$ cat src/rtl/cpu_gen2_if.sv
// Memory-side bus of the cpu_gen2 core: synchronous instruction RAM port plus
// the req/ack data RAM port. master = core side, slave = memory side.
interface cpu_gen2_if #(
  parameter int W_DATA  = 8,
  parameter int W_IADDR = 8,
  parameter int W_DADDR = 8
);
  logic [W_IADDR-1:0]  iram_addr;
  logic [W_DATA+7:0]   iram_dout;
  logic                dram_req;
  logic                dram_we;
  logic [W_DADDR-1:0]  dram_addr;
  logic [W_DATA-1:0]   dram_wdata;
  logic [W_DATA-1:0]   dram_rdata;
  logic                dram_ack;

  modport master (
    output iram_addr, dram_req, dram_we, dram_addr, dram_wdata,
    input  iram_dout, dram_rdata, dram_ack
  );

  modport slave (
    input  iram_addr, dram_req, dram_we, dram_addr, dram_wdata,
    output iram_dout, dram_rdata, dram_ack
  );
endinterface

$ cat src/rtl/cpu_gen2.sv
// Parametrised accumulator CPU with Harvard IRAM/DRAM, return stack and sticky FAULT.
// Define CPU_GEN2_MUL_EN to build the multiplier; otherwise opcode 3 is illegal.
module cpu_gen2 #(
  parameter int W_DATA      = 8,
  parameter int NUM_GPR     = 8,
  parameter int W_IADDR     = 8,
  parameter int W_DADDR     = 8,
  parameter int STACK_DEPTH = 4
) (
  input  logic      clk,
  input  logic      rst,
  input  logic      start,
  output logic      idle,
  output logic      fault,
  cpu_gen2_if.master bus
);
  localparam int NREG = 4 + NUM_GPR;
  localparam int W_SP = $clog2(STACK_DEPTH + 1);

  localparam logic [7:0] OP_END = 8'd0,  OP_ADD = 8'd1,  OP_SUB = 8'd2,  OP_MUL = 8'd3;
  localparam logic [7:0] OP_DV2 = 8'd4,  OP_NOT = 8'd5,  OP_LDC = 8'd6,  OP_LDM = 8'd7;
  localparam logic [7:0] OP_MVA = 8'd8,  OP_MVR = 8'd9,  OP_STM = 8'd10, OP_JMZ = 8'd11;
  localparam logic [7:0] OP_JMN = 8'd12, OP_JMP = 8'd13, OP_CALL = 8'd14, OP_RET = 8'd15;

  typedef enum logic [2:0] {S_IDLE, S_FETCH, S_EXEC, S_MEM, S_FAULT} state_t;

  state_t              state_reg, state_next;
  logic [W_IADDR-1:0]  pc_reg, pc_next;
  logic [W_DATA-1:0]   ac_reg, ac_next;
  logic [W_DATA-1:0]   din_reg, din_next;
  logic [W_DATA-1:0]   adr_reg, adr_next;
  logic [W_SP-1:0]     sp_reg, sp_next;
  logic                we_reg, we_next;
  logic [W_DATA-1:0]   gpr_reg [NUM_GPR];
  logic [W_IADDR-1:0]  stack_reg [STACK_DEPTH];
  logic [NUM_GPR-1:0]  gpr_we;
  logic [STACK_DEPTH-1:0] stack_we;
  logic                gpr_wr, stack_wr;

  logic [7:0]          opc;
  logic [W_DATA-1:0]   opr;
  logic [W_IADDR-1:0]  target, ret_addr;
  logic [W_DATA-1:0]   rval, dv2_sum, dv2_val;
  logic                opr_ok, illegal;

  assign opc     = bus.iram_dout[7:0];
  assign opr     = bus.iram_dout[W_DATA+7:8];
  assign target  = opr[W_IADDR-1:0];
  assign opr_ok  = (32'(opr) < NREG);
  // Bias negatives by +1 before the arithmetic shift so division truncates toward zero.
  assign dv2_sum = rval + {{(W_DATA-1){1'b0}}, rval[W_DATA-1]};
  assign dv2_val = $signed(dv2_sum) >>> 1;

  always_comb begin
    rval = '0;
    case (opr)
      W_DATA'(0): rval = ac_reg;
      W_DATA'(1): rval = din_reg;
      W_DATA'(2): rval = opr;
      W_DATA'(3): rval = adr_reg;
      default: begin
        for (int i = 0; i < NUM_GPR; i++)
          if (opr == W_DATA'(i + 4)) rval = gpr_reg[i];
      end
    endcase
  end

  always_comb begin
    ret_addr = '0;
    for (int i = 0; i < STACK_DEPTH; i++)
      if (sp_reg - W_SP'(1) == W_SP'(i)) ret_addr = stack_reg[i];
  end

  always_comb begin
    illegal = 1'b0;
    case (opc)
      OP_ADD, OP_SUB, OP_DV2, OP_NOT, OP_MVA: illegal = !opr_ok;
`ifdef CPU_GEN2_MUL_EN
      OP_MUL:  illegal = !opr_ok;
`endif
      OP_MVR:  illegal = !opr_ok || (opr < W_DATA'(3));
      OP_CALL: illegal = (sp_reg == W_SP'(STACK_DEPTH));
      OP_RET:  illegal = (sp_reg == '0);
      OP_END, OP_LDC, OP_LDM, OP_STM, OP_JMZ, OP_JMN, OP_JMP: illegal = 1'b0;
      default: illegal = 1'b1;
    endcase
  end

  always_comb begin
    state_next = state_reg;
    pc_next    = pc_reg;
    ac_next    = ac_reg;
    din_next   = din_reg;
    adr_next   = adr_reg;
    sp_next    = sp_reg;
    we_next    = we_reg;
    gpr_wr     = 1'b0;
    stack_wr   = 1'b0;
    case (state_reg)
      S_IDLE:  if (start) state_next = S_FETCH;
      S_FETCH: state_next = S_EXEC;
      S_EXEC: begin
        if (illegal) begin
          state_next = S_FAULT;
        end else begin
          state_next = S_FETCH;
          pc_next    = pc_reg + W_IADDR'(1);
          case (opc)
            OP_END: begin pc_next = '0; state_next = S_IDLE; end
            OP_ADD: ac_next = ac_reg + rval;
            OP_SUB: ac_next = ac_reg - rval;
`ifdef CPU_GEN2_MUL_EN
            OP_MUL: ac_next = ac_reg * rval;
`endif
            OP_DV2: ac_next = dv2_val;
            OP_NOT: ac_next = ~rval;
            OP_LDC: ac_next = opr;
            OP_MVA: ac_next = rval;
            OP_MVR: begin
              if (opr == W_DATA'(3)) adr_next = ac_reg;
              else gpr_wr = 1'b1;
            end
            OP_LDM, OP_STM: begin
              pc_next    = pc_reg;
              we_next    = (opc == OP_STM);
              state_next = S_MEM;
            end
            OP_JMZ: if (ac_reg == '0) pc_next = target;
            OP_JMN: if (ac_reg[W_DATA-1]) pc_next = target;
            OP_JMP: pc_next = target;
            OP_CALL: begin
              stack_wr = 1'b1;
              sp_next  = sp_reg + W_SP'(1);
              pc_next  = target;
            end
            OP_RET: begin
              sp_next = sp_reg - W_SP'(1);
              pc_next = ret_addr;
            end
            default: ;
          endcase
        end
      end
      S_MEM: begin
        if (bus.dram_ack) begin
          if (!we_reg) din_next = bus.dram_rdata;
          pc_next    = pc_reg + W_IADDR'(1);
          state_next = S_FETCH;
        end
      end
      S_FAULT: state_next = S_FAULT;
      default: state_next = S_IDLE;
    endcase
  end

  genvar gi;
  generate
    for (gi = 0; gi < NUM_GPR; gi++) begin : g_gpr_we
      assign gpr_we[gi] = gpr_wr && (opr == W_DATA'(gi + 4));
    end
    for (gi = 0; gi < STACK_DEPTH; gi++) begin : g_stack_we
      assign stack_we[gi] = stack_wr && (sp_reg == W_SP'(gi));
    end
  endgenerate

  always_ff @(posedge clk) begin
    if (rst) begin
      state_reg <= S_IDLE;
      pc_reg    <= '0;
      ac_reg    <= '0;
      din_reg   <= '0;
      adr_reg   <= '0;
      sp_reg    <= '0;
      we_reg    <= 1'b0;
      for (int i = 0; i < NUM_GPR; i++) gpr_reg[i] <= '0;
      for (int i = 0; i < STACK_DEPTH; i++) stack_reg[i] <= '0;
    end else begin
      state_reg <= state_next;
      pc_reg    <= pc_next;
      ac_reg    <= ac_next;
      din_reg   <= din_next;
      adr_reg   <= adr_next;
      sp_reg    <= sp_next;
      we_reg    <= we_next;
      for (int i = 0; i < NUM_GPR; i++)
        if (gpr_we[i]) gpr_reg[i] <= ac_reg;
      for (int i = 0; i < STACK_DEPTH; i++)
        if (stack_we[i]) stack_reg[i] <= pc_reg + W_IADDR'(1);
    end
  end

  assign idle           = (state_reg == S_IDLE);
  assign fault          = (state_reg == S_FAULT);
  assign bus.iram_addr  = pc_reg;
  assign bus.dram_req   = (state_reg == S_MEM);
  assign bus.dram_we    = we_reg;
  assign bus.dram_addr  = adr_reg[W_DADDR-1:0];
  assign bus.dram_wdata = ac_reg;
endmodule

$ cat src/flat_wrapper.sv
// flat-port wrapper written by rule: the top's interface ports become plain ports
module cpu_gen2_flat 
#(
  parameter int W_DATA      = 8,
  parameter int NUM_GPR     = 8,
  parameter int W_IADDR     = 8,
  parameter int W_DADDR     = 8,
  parameter int STACK_DEPTH = 4
)
  (clk, rst, start, idle, fault, bus_iram_addr, bus_dram_req, bus_dram_we, bus_dram_addr, bus_dram_wdata, bus_iram_dout, bus_dram_rdata, bus_dram_ack);
  cpu_gen2_if #(.W_DATA(W_DATA), .W_IADDR(W_IADDR), .W_DADDR(W_DADDR)) bus_i ();
  input  logic clk;
  input  logic rst;
  input  logic start;
  output logic idle;
  output logic fault;
  output wire logic [$bits(bus_i.iram_addr)-1:0] bus_iram_addr;
  output wire logic [$bits(bus_i.dram_req)-1:0] bus_dram_req;
  output wire logic [$bits(bus_i.dram_we)-1:0] bus_dram_we;
  output wire logic [$bits(bus_i.dram_addr)-1:0] bus_dram_addr;
  output wire logic [$bits(bus_i.dram_wdata)-1:0] bus_dram_wdata;
  input wire logic [$bits(bus_i.iram_dout)-1:0] bus_iram_dout;
  input wire logic [$bits(bus_i.dram_rdata)-1:0] bus_dram_rdata;
  input wire logic [$bits(bus_i.dram_ack)-1:0] bus_dram_ack;
  assign bus_iram_addr = bus_i.iram_addr;
  assign bus_dram_req = bus_i.dram_req;
  assign bus_dram_we = bus_i.dram_we;
  assign bus_dram_addr = bus_i.dram_addr;
  assign bus_dram_wdata = bus_i.dram_wdata;
  assign bus_i.iram_dout = bus_iram_dout;
  assign bus_i.dram_rdata = bus_dram_rdata;
  assign bus_i.dram_ack = bus_dram_ack;
  cpu_gen2 #(.W_DATA(W_DATA), .NUM_GPR(NUM_GPR), .W_IADDR(W_IADDR), .W_DADDR(W_DADDR), .STACK_DEPTH(STACK_DEPTH)) u_core (.clk(clk), .rst(rst), .start(start), .idle(idle), .fault(fault), .bus(bus_i));
endmodule
$ cat config.mk
export PLATFORM = sky130hd
export DESIGN_NAME = cpu_gen2_flat
export DESIGN_NICKNAME = d
export VERILOG_FILES = /design/src/rtl/cpu_gen2_if.sv /design/src/rtl/cpu_gen2.sv /design/src/flat_wrapper.sv
export SDC_FILE = /design/constraint.sdc
export NUM_CORES = 1
export LEC_CHECK = 0
export ABC_AREA = 0
export ABC_CLOCK_PERIOD_IN_PS = 4090
export BUFFER_PORTS_ARGS = -buffer_cell sky130_fd_sc_hd__buf_2
export CAP_MARGIN = 20
export CELL_PAD_IN_SITES_DETAIL_PLACEMENT = 0
export CELL_PAD_IN_SITES_GLOBAL_PLACEMENT = 1
export CORE_MARGIN = 2
export CORE_UTILIZATION = 48
export DETAILED_ROUTE_END_ITERATION = 7
export MAX_ROUTING_LAYER = met4
export PLACE_DENSITY_LB_ADDON = 0.1
export RECOVER_POWER = 50
export SLEW_MARGIN = 20
export SYNTH_ARGS = -nofsm -noshare
export SYNTH_HDL_FRONTEND = slang
export SYNTH_SLANG_ARGS = --single-unit
$ cat constraint.sdc
create_clock -name clk -period 4.09 [get_ports clk]
set_input_delay 0.409 -clock clk [delete_from_list [all_inputs] [get_ports clk]]
set_output_delay 0.409 -clock clk [all_outputs]
set_load 0.05 [all_outputs]
==> results.tsv <==
stage	metric	value	unit
status	status	finished, violations left	
status	violated checks	max-capacitance violations, max-slew violations	
floorplanning	FP Rows	46	
grt	global route overflow	0	
setup_path	CP required	4.33	ns
setup_path	Worst setup SP type	flop	
setup_path	Crit Path Max Fanout	3	
logic_synthesis	syn_area_per_cell	9.86	µm²
logic_synthesis	Synth Area in Simple Gates	21.3	%
logic_synthesis	Synth Cell Area	7820	µm²
run	Max Cap Viol	1	
sta	crit share post-route	89.1	%
floorplanning	Initial Util	49.2	%
grt	All-Layer GR Usage	26.9	%
floorplanning	Die Span X	132	µm
logic_synthesis	post-synthesis xor/xnor area fraction	2.91	%
placed_design	# port buffers	55	
logic_synthesis	most frequent cell after synthesis	nor2_1	
sta	unrepaired setup endpoints after global routing	false	
sta	worst slew pin tran	1.85	ns
cts	H-tree Lvls	4	
logic_synthesis	Adder-Cell Fraction of Synth Area	3.14	%
logic_synthesis	Synth warnings	0	
final_layout	synth-to-layout area growth	14.2	%
logic_synthesis	largest family of logic cells by synthesized area	simple AND/OR/NAND/NOR gates	
final_layout	max FFs per register	64	
routing	routed vias	6322	
logic_synthesis	Netlist cell types	78	
cts	cts hold-fix bufs	0	
setup_path	CP Class	flop to flop	
floorplanning	I/O pins	56	
final_layout	share of cells above drive strength 1	14.7	%
sta	setup TNS	0	ns
cts	number of gates resized after cts	0	
sta	Final Setup Violations	0	
setup_path	Worst EP arrival	3.89	ns
logic_synthesis	Async SR Flop Fraction	0	%
sta	fmax	274	MHz
logic_synthesis	complex-gate fraction of the synthesized area	14.3	%
grt	first-pass GRT wire length	35200	µm
sta	relative slew slack	-23.4	%
grt	largest net degree at the start of global routing	36	
cts	CTS tree	done	
logic_synthesis	Synth top cells by count	nor2_1, edfxtp_1, a21oi_1	
floorplanning	Die Ht	132	µm
cts	cts bufs inserted	17	
logic_synthesis	Yosys reg bits	135	
cts	root buffer cell	clkbuf_16	
hold_path	HP Class	input pin to flop	
cts	# Post-CTS Setup Buffers	0	
routing	Iteration-0 DRC Markers	608	
logic_synthesis	syn nets	840	
routing	# DRC	0	
final_layout	# diodes	0	
logic_synthesis	leading post-synthesis cells by cell area	edfxtp_1, dfxtp_1, nor2_1	
logic_synthesis	Yosys top cell by area	edfxtp_1	
floorplanning	Die Area	17300	µm²
sta	Final Hold Fails	0	
floorplanning	Core Box Area	15900	µm²
routing	vias per inst	5.84	
logic_synthesis	post-synthesis cell count	793	
power	LEAKAGE	3.24	nW
routing	1st-pass router iterations	5	
logic_synthesis	sequential share of the synthesized area	46.9	%
logic_synthesis	top_reg_cell synth	edfxtp_1	
setup_path	endpoint class of the critical path	flop	
placed_design	Detail Placement HPWL	16300	µm
cts	Clk Latency, worst-skew pair	0.42	ns
logic_synthesis	Post-synth EDFFs	96	
routing	final WL	22200	µm
cts	Num Clock Sinks	135	
grt	number of global-route vias before repair	6284	
routing	wire per inst	20.5	µm
sta	Slew Limit Fails	36	
logic_synthesis	multiplexer share of the synthesized area	7.33	%
routing	remaining antenna violation count	0	
sta	fin crit period	3.64	ns
placed_design	Placer Congestion	0.935	
sta	Fin Clk Skew	0.00691	ns
cts	maximum clock path buffer count	2	
final_layout	fin nets	900	
grt	initial antenna violation count	0	
logic_synthesis	area share of the largest cell type after synthesis	36.9	%
final_layout	Fillers	1499	
final_layout	Final Util	56.2	%
power	VDD IR max	0.362	mV
power	Pwr Density	371	nW/µm²
cts	Worst-path clk slew	0.06	ns
through the flow:
step	cell area, µm²	setup WS (ns)	std cells	hold slack, ns	power, mW
2_1_floorplan	7820	0.521	793	0.460	1.72
3_3_place_gp	8420	0.183	1050	0.487	1.80
3_5_place_dp	8420	0.156	1050	0.491	1.81
4_1_cts	9010	0.469	1082	0.218	3.33
5_1_grt	8920	0.107	1082	0.223	3.41
6_report	8920	0.446	1082	0.225	3.31
worst paths after layout:
| path | from | to | slack [ns] | cells past startpoint |
|---|---|---|---|---|
| min reg2reg | u_core.din_reg[6] | u_core.din_reg[6] | 0.50 | 2 |
| min | bus_dram_rdata[3] | u_core.din_reg[3] | 0.23 | 3 |
| max reg2reg | u_core.gpr_reg[1][25] | u_core.bus.dram_wdata[6] | 0.45 | 18 |
| max | u_core.gpr_reg[1][25] | u_core.bus.dram_wdata[6] | 0.45 | 18 |
worst max-delay path, stage by stage, from the launching register on:
cell,delay (ns)
edfxtp_1,0.43
nand4b_1,0.13
a21boi_0,0.08
a2111oi_0,0.53
nor2_1,0.14
nand2_1,0.15
inv_1,0.09
nor3_1,0.33
or2_2,0.18
xor2_1,0.15
ha_1,0.24
inv_1,0.09
nor2_1,0.05
nor2_1,0.14
o21bai_1,0.08
a21oi_1,0.17
xnor2_1,0.08
a221oi_1,0.28
a311oi_1,0.12
kinds of logic after synthesis:
logic type               Yosys count
AND/OR/NAND/NOR                  326
buffers and inverters             76
multiplexers                      52
AO/OA/AOI/OAI                    159
XOR/XNOR                          26
adder cells (fa/ha/maj)           19
flip-flops                       135
cell usage in the layout (no fill, tap or decap), types with 4 or more instances in the layout:
cell type  netlist  routed
nor3_1          18      19
nor2b_1         25      25
nor4_1           8       9
o211ai_1         4       4
dfxtp_1         39      39
nand2_1         37      37
xnor2_1         17      17
buf_2           13      26
xor2_1           9       9
a31oi_1         11      11
o21ai_0         23      23
a21o_1           5       5
buf_4            2      31
clkbuf_1        34      36
inv_6            0       4
a211oi_1         7       7
mux2i_1         46      46
edfxtp_1        96      96
inv_1           25      25
o22ai_1          5       5
o221a_2          7       7
clkbuf_16        0      18
and3_1           6       6
ha_1            18      18
a221oi_1         9       9
nand2b_1        30      30
a211o_1          4       4
nand3_1         12      13
or2_2            7       6
and2_1           6       5
nor3_2           8       7
a21oi_1         47      47
nor2_1         143     144
mux4_2           4       4
where the power goes:
part / switching (mW) / internal (mW) / total, mW
Clock: 0.613 / 0.920 / 1.53
Sequential: 0.0173 / 1.49 / 1.51
Combinational: 0.165 / 0.0995 / 0.265
Total: 0.796 / 2.51 / 3.31
metal layers:
| metal | wire length (µm) | track usage [%] |
|---|---|---|
| met2 | 11000 | 43.4 |
| met5 | 0 | - |
| met4 | 545 | 10.0 |
| met3 | 1100 | 4.17 |
| met1 | 9540 | 34.4 |
cell type report:
class | count | area (µm²) | area share [%]
clock buffer | 22 | 485 | 5.44
clock inverter | 10 | 106 | 1.19
inverter | 25 | 93.8 | 1.05
multi-input combinational | 582 | 3790 | 42.5
sequential | 135 | 3660 | 41.0
tap | 216 | 270 | 3.03
timing repair buffer | 92 | 510 | 5.72
No activity file was read; power rests on OpenSTA's default activity.
